==> config.mk <==
export PLATFORM = sky130hd
export DESIGN_NAME = inward_transfer_gate
export DESIGN_NICKNAME = d
export VERILOG_FILES = /design/src/rtl/baby_pkg.sv /design/src/rtl/digit_counter.sv /design/src/rtl/inward_transfer_gate.sv
export SDC_FILE = /design/constraint.sdc
export NUM_CORES = 1
export LEC_CHECK = 0
export ABC_CLOCK_PERIOD_IN_PS = 4890
export CAP_MARGIN = 20
export CORE_MARGIN = 5
export CORE_UTILIZATION = 48
export CTS_CLUSTER_SIZE = 25
export DETAILED_ROUTE_END_ITERATION = 8
export GPL_ROUTABILITY_DRIVEN = 0
export HOLD_SLACK_MARGIN = 0.15
export PLACE_DENSITY = 0.94
export SYNTH_ARGS = -nofsm -noshare
export SYNTH_HDL_FRONTEND = slang
export SYNTH_SLANG_ARGS = --single-unit
==> constraint.sdc <==
create_clock -name w_CLK -period 4.89 [get_ports w_CLK]
set_input_delay 0.978 -clock w_CLK [delete_from_list [all_inputs] [get_ports w_CLK]]
set_output_delay 0.978 -clock w_CLK [all_outputs]
set_load 0.005 [all_outputs]
==> src/rtl/baby_pkg.sv <==
// Shared constants and types for the Baby main-store datapath blocks.
package baby_pkg;

   localparam int unsigned LINE_LENGTH         = 40;
   localparam int unsigned ADDR_BITS           = 5;
   localparam int unsigned INSTR_FUNCTION_BITS = 6;
   localparam int unsigned DIGIT_BITS          = 6;

   localparam logic [INSTR_FUNCTION_BITS-1:0] INST_JMP = 6'b000000;
   localparam logic [INSTR_FUNCTION_BITS-1:0] INST_JRP = 6'b001000;
   localparam logic [INSTR_FUNCTION_BITS-1:0] INST_SUB = 6'b000010;
   localparam logic [INSTR_FUNCTION_BITS-1:0] INST_CMP = 6'b011000;
   localparam logic [INSTR_FUNCTION_BITS-1:0] INST_STA = 6'b010100;
   localparam logic [INSTR_FUNCTION_BITS-1:0] INST_LDA = 6'b100000;
   localparam logic [INSTR_FUNCTION_BITS-1:0] INST_STP = 6'b111000;

   typedef enum logic [1:0] {
      IDLE,
      ARMED,
      WRITE,
      DONE
   } state_e;

   typedef enum logic {
      MODE_STORE,
      MODE_CLEAR
   } mode_e;

endpackage

==> src/rtl/digit_counter.sv <==
// Digit index counter for a line scan; saturates at the last digit of the line.
module digit_counter #(
   parameter int unsigned Width = 6,
   parameter int unsigned Last  = 39
) (
   input  logic             clk_i,
   input  logic             rst_ni,
   input  logic             clr_i,
   input  logic             inc_i,
   output logic [Width-1:0] count_o,
   output logic             last_o
);

   logic [Width-1:0] count_q, count_d;

   assign last_o = (count_q == Width'(Last));

   always_comb begin
      count_d = count_q;
      if (clr_i) begin
         count_d = '0;
      end else if (inc_i && !last_o) begin
         count_d = count_q + Width'(1);
      end
   end

   always_ff @(posedge clk_i or negedge rst_ni) begin
      if (!rst_ni) begin
         count_q <= '0;
      end else begin
         count_q <= count_d;
      end
   end

   assign count_o = count_q;

endmodule

==> src/rtl/inward_transfer_gate.sv <==
// Serially writes the accumulator (or zeros for a manual line clear) into one
// main-store line, one registered write per digit strobe.
module inward_transfer_gate #(
   parameter int unsigned LINE_LENGTH         = baby_pkg::LINE_LENGTH,
   parameter int unsigned ADDR_BITS           = baby_pkg::ADDR_BITS,
   parameter int unsigned INSTR_FUNCTION_BITS = baby_pkg::INSTR_FUNCTION_BITS,
   parameter logic [INSTR_FUNCTION_BITS-1:0] INST_STA = baby_pkg::INST_STA,
   parameter int unsigned DIGIT_BITS          = baby_pkg::DIGIT_BITS
) (
   input  logic                           w_CLK,
   input  logic                           w_RST_N,
   input  logic                           w_REQ,
   input  logic                           w_PARA_ACTION,
   input  logic [INSTR_FUNCTION_BITS-1:0] b_FST,
   input  logic                           w_KLC,
   input  logic                           w_HA,
   input  logic [ADDR_BITS-1:0]           b_LST_out,
   input  logic                           w_BEAT_START,
   input  logic                           w_DIGIT,
   input  logic                           w_A_DATA_OUT,
   output logic [ADDR_BITS-1:0]           b_MS_ADDR,
   output logic [DIGIT_BITS-1:0]          b_MS_DIGIT,
   output logic                           w_MS_DATA_IN,
   output logic                           w_MS_WE,
   output logic                           w_BUSY,
   output logic                           w_DONE
);

   import baby_pkg::*;

   state_e                  state_q, state_d;
   mode_e                   mode_q, mode_d;
   logic [ADDR_BITS-1:0]    addr_q, addr_d;
   logic [DIGIT_BITS-1:0]   digit_q, digit_d;
   logic                    we_q, we_d;
   logic                    data_q, data_d;

   logic                    cnt_clr;
   logic                    strobe;
   logic [DIGIT_BITS-1:0]   cnt;
   logic                    cnt_last;

   digit_counter #(
      .Width (DIGIT_BITS),
      .Last  (LINE_LENGTH - 1)
   ) u_digit_counter (
      .clk_i   (w_CLK),
      .rst_ni  (w_RST_N),
      .clr_i   (cnt_clr),
      .inc_i   (strobe),
      .count_o (cnt),
      .last_o  (cnt_last)
   );

   always_comb begin
      state_d = state_q;
      mode_d  = mode_q;
      addr_d  = addr_q;
      cnt_clr = 1'b0;
      strobe  = 1'b0;

      unique case (state_q)
         IDLE: begin
            if (w_REQ && ((w_KLC && w_HA) || (w_PARA_ACTION && (b_FST == INST_STA)))) begin
               state_d = ARMED;
               mode_d  = (w_KLC && w_HA) ? MODE_CLEAR : MODE_STORE;
               addr_d  = b_LST_out;
               cnt_clr = 1'b1;
            end
         end
         ARMED: begin
            // A strobe coinciding with the beat start is digit 0.
            if (w_BEAT_START) begin
               state_d = WRITE;
               strobe  = w_DIGIT;
            end
         end
         WRITE: begin
            strobe = w_DIGIT;
         end
         DONE: begin
            state_d = IDLE;
         end
         default: begin
            state_d = IDLE;
         end
      endcase

      if (strobe && cnt_last) begin
         state_d = DONE;
      end

      we_d    = strobe;
      data_d  = strobe && (mode_q == MODE_STORE) && w_A_DATA_OUT;
      digit_d = strobe ? cnt : digit_q;
   end

   always_ff @(posedge w_CLK or negedge w_RST_N) begin
      if (!w_RST_N) begin
         state_q <= IDLE;
         mode_q  <= MODE_STORE;
         addr_q  <= '0;
         digit_q <= '0;
         we_q    <= 1'b0;
         data_q  <= 1'b0;
      end else begin
         state_q <= state_d;
         mode_q  <= mode_d;
         addr_q  <= addr_d;
         digit_q <= digit_d;
         we_q    <= we_d;
         data_q  <= data_d;
      end
   end

   assign b_MS_ADDR    = addr_q;
   assign b_MS_DIGIT   = digit_q;
   assign w_MS_DATA_IN = data_q;
   assign w_MS_WE      = we_q;
   assign w_BUSY       = (state_q != IDLE);
   assign w_DONE       = (state_q == DONE);

endmodule

==> summary.md <==
| Metric | Value |
|---|---|
| 1st-pass router iterations | `4` |
| Congestion Overflow GR | `0` |
| Most used cell, CP | `inv_1` |
| Setup WS pre-CTS | `about 2.3 ns` |
| Dpl cells | `165` |
| Post-CTS resize count | `0` |
| Main synth FF type | `dfrtp_1` |
| CTS Buffer Depth | `2` |
| Slew HR | `between 70% and 80%` |
| Initial Util | `roughly half` |
| Post-CTS Setup Bufs | `0` |
| VDD IR max | `~0.26 mV` |
| Worst Skew | `around 0.0080 ns` |
| Post-Route Setup TNS | `0 ns` |
| Seq. cell area | `~550 um2` |
| Critical path peak fanout | `5` |
| Syn nets | `about 130` |
| Top cells by count, synth | `dfrtp_1, nand2_1, nor2_1, a21oi_1` |
| Worst Path Required | `around 4 ns` |
| Top Ports | `35` |
| Die Y | `57.13 um` |
| Register area share after synthesis | `51.64%` |
| Vias in the first global route | `between 900 and 1,000` |
| Yosys cell types | `28` |
| Worst path max stage delay | `~0.5 ns` |
| HP Class | `reg2reg` |
| Multi-input logic area | `about 480 um2` |
| Initial antenna violation count | `0` |
| Hold Vio Cnt, Final | `0` |
| Final number of max-transition violations | `0` |
| Nets | `168` |
| Global-route usage over all layers | `16.44%` |
| Unrepaired setup endpoints after global routing | `false` |
| Status | `finished, final reports clean` |
| Startpoint Class | `flop` |
| Final setup viols | `0` |
| CTS Hold Bufs | `0` |
| Synth Register Bits | `22` |
| Drt wl/cell | `about 14 um` |
| PwrDens | `437.1 mW/mm2` |
| Area Overhead vs Synth | `39.55%` |
| Die width | `about 57 um` |
| Num CTS Buffers | `3` |
| Final period utilization | `53.94%` |
| Clk sinks | `22` |
| Post-Syn Instances | `between 100 and 150` |
| Maxcap violations | `0` |
| Post-Syn Area | `roughly 0.0011 mm2` |
| Critical path's top delay family | `buffers and inverters` |
| Post-synth EDFFs | `0` |
| Port bufs | `34` |
| DP HPWL | `approximately 1.8 mm` |
| Clock Latency Late Sink | `slightly above 0.3 ns` |
| CTS tree | `yes` |
| PnR worst setup slack | `roughly 2.3 ns` |
| Total wire length | `approximately 2.4 mm` |
| Vias per cell | `around 5.3` |
| Via count | `a little over 900` |
| Hold WS | `approximately 0.46 ns` |
| CP Capture Type | `primary output` |
| CP max-delay cell | `clkdlybuf4s50_1` |
| Number of fill cells in the layout | `about 180` |
| Share of flip-flops with an asynchronous set or reset | `100.0%` |
| Worst Setup Path Type | `reg2out` |
| Die area | `about 0.0033 mm2` |
| FMAX | `0.3791 GHz` |
| Htree depth | `1` |
| Worst path bufs/invs | `3` |
| ANT cells | `0` |
| First-pass GRT wire length | `4.202 mm` |
| Root Buffer | `clkbuf_4` |
| Lkg Pwr | `~0.00067 uW` |
| Layout cell share with drive strength beyond 1 | `a little over a tenth` |
| Syn_area_per_cell | `approximately 10 um2` |
| Drt drc | `0` |
| Cell taking the most area after synthesis | `dfrtp_1` |
| CORE AREA | `roughly 0.0022 mm2` |
| Number of synthesis warnings | `0` |
| Clock slew at reported path FFs | `approximately 0.12 ns` |
| Most common cell in the netlist | `dfrtp_1` |
| Post-synth top area share | `51.64%` |
| Synth area leaders | `dfrtp_1, nand2_1, ha_1, mux2_2, a21oi_1` |
| DR iter-0 viols | `20` |
| Final non-filler cell total | `170` |
| Largest net degree at the start of global routing | `23` |
| Critical path arrival | `1.66 ns` |
| Final Critical Period | `2.638 ns` |
| DRT antenna net count | `0` |
| Critical Path, Cell by Cell | `inv_1 -> ha_1 -> inv_1 -> clkdlybuf4s50_1` |
| Least-Margin Pin Slew | `0.3526 ns` |
| # rows | `17` |
[state kept, by name (all words and copies together), names as in the netlist]
| register | cells |
|---|---|
| mode_q | 1 |
| b_MS_DIGIT | 6 |
| state_q | 2 |
| u_digit_counter.count_o | 6 |
| w_MS_DATA_IN | 1 |
| b_MS_ADDR | 5 |
| w_MS_WE | 1 |
[per-stage QoR]
step	total power (uW)	instance area (um2)	utilization, %
final	650.3	1488	68.57
after global routing	705.8	1488	68.57
after CTS	655.1	1460	67.30
after detailed placement	551.4	1424	65.63
after global placement	532.3	1424	65.63
after floorplan	413.3	1066	-
[worst paths after layout]
kind / startpoint / slack, ns / cells after the start / to
worst max register to register: state_q[0]$_DFFE_PN0P_ / 2.98 / 7 / u_digit_counter.count_o[2]$_DFFE_PN0P_
min in group asynchronous: w_RST_N / 0.85 / 1 / b_MS_ADDR[3]$_DFFE_PN0P_
worst max-delay path: state_q[0]$_DFFE_PN0P_ / 2.25 / 4 / w_BUSY
worst min-delay path: mode_q$_DFFE_PN0P_ / 0.46 / 1 / w_MS_DATA_IN$_DFF_PN0_
max in group asynchronous: w_RST_N / 3.68 / 2 / mode_q$_DFFE_PN0P_
worst min register to register: mode_q$_DFFE_PN0P_ / 0.46 / 1 / w_MS_DATA_IN$_DFF_PN0_
[report_power, final]
part           internal [uW]  switching (uW)  leakage [uW]
clock network           45.5            54.4     0.0000210
logic                    156             117      0.000364
registers                235            41.9      0.000286
[worst register-to-register path, delay by kind of cell (launching register included)]
family | cells | cell delay [ns]
DFF | 1 | 0.44
and+or+nand+nor | 4 | 0.73
adders and majority gates | 1 | 0.28
buffers and inverters | 2 | 0.37
[kinds of logic (layout without fill, tap and decap cells)]
family | count (synthesis) | count (layout) | synth area share, %
adders and majority gates | 5 | 5 | 5.869
and+or+nand+nor | 47 | 47 | 22.42
buffers and inverters | 9 | 44 | 3.404
muxes | 5 | 5 | 5.281
DFF | 22 | 22 | 51.64
xor gates and xnor gates | 2 | 2 | 1.643
AOI/OAI and AO/OA | 17 | 17 | 9.742
[final cells by class]
type,count,area share (%)
repair buffers,35,24.73
well taps,28,2.355
clock buffers,4,2.439
inverters,5,1.262
multi-input cells,76,32.21
flip-flops and latches,22,37.01
[layer usage]
metal	track usage (%)	vias to the layer above	part of all wire, %
li1	-	434	-
met1	19.06	439	41
met2	28.55	33	51
met3	4.525	3	6.3
met4	6.623	0	1.2
met5	0	-	0
[placed cells by master, fill, tap and decap left out]
cell             instances
clkdlybuf4s50_1         34
dfrtp_1                 22
nand2_1                 21
nor2_1                   7
a21oi_1                  6
inv_1                    5
mux2_2                   5
o21ai_0                  5
ha_1                     5
nand3_1                  4
clkbuf_4                 3
nor3b_1                  2
and4_1                   2
nor4_1                   2
xnor2_1                  2
nand4_1                  2
a21o_1                   2
a21oi_2                  1
or2_4                    1
and2_1                   1
and4bb_2                 1
a31o_2                   1
or4_1                    1
and3b_1                  1
or2_2                    1
a22oi_1                  1
or3_1                    1
a2bb2oi_1                1
clkbuf_8                 1
buf_16                   1
No activity file was read; power rests on OpenSTA's default activity.
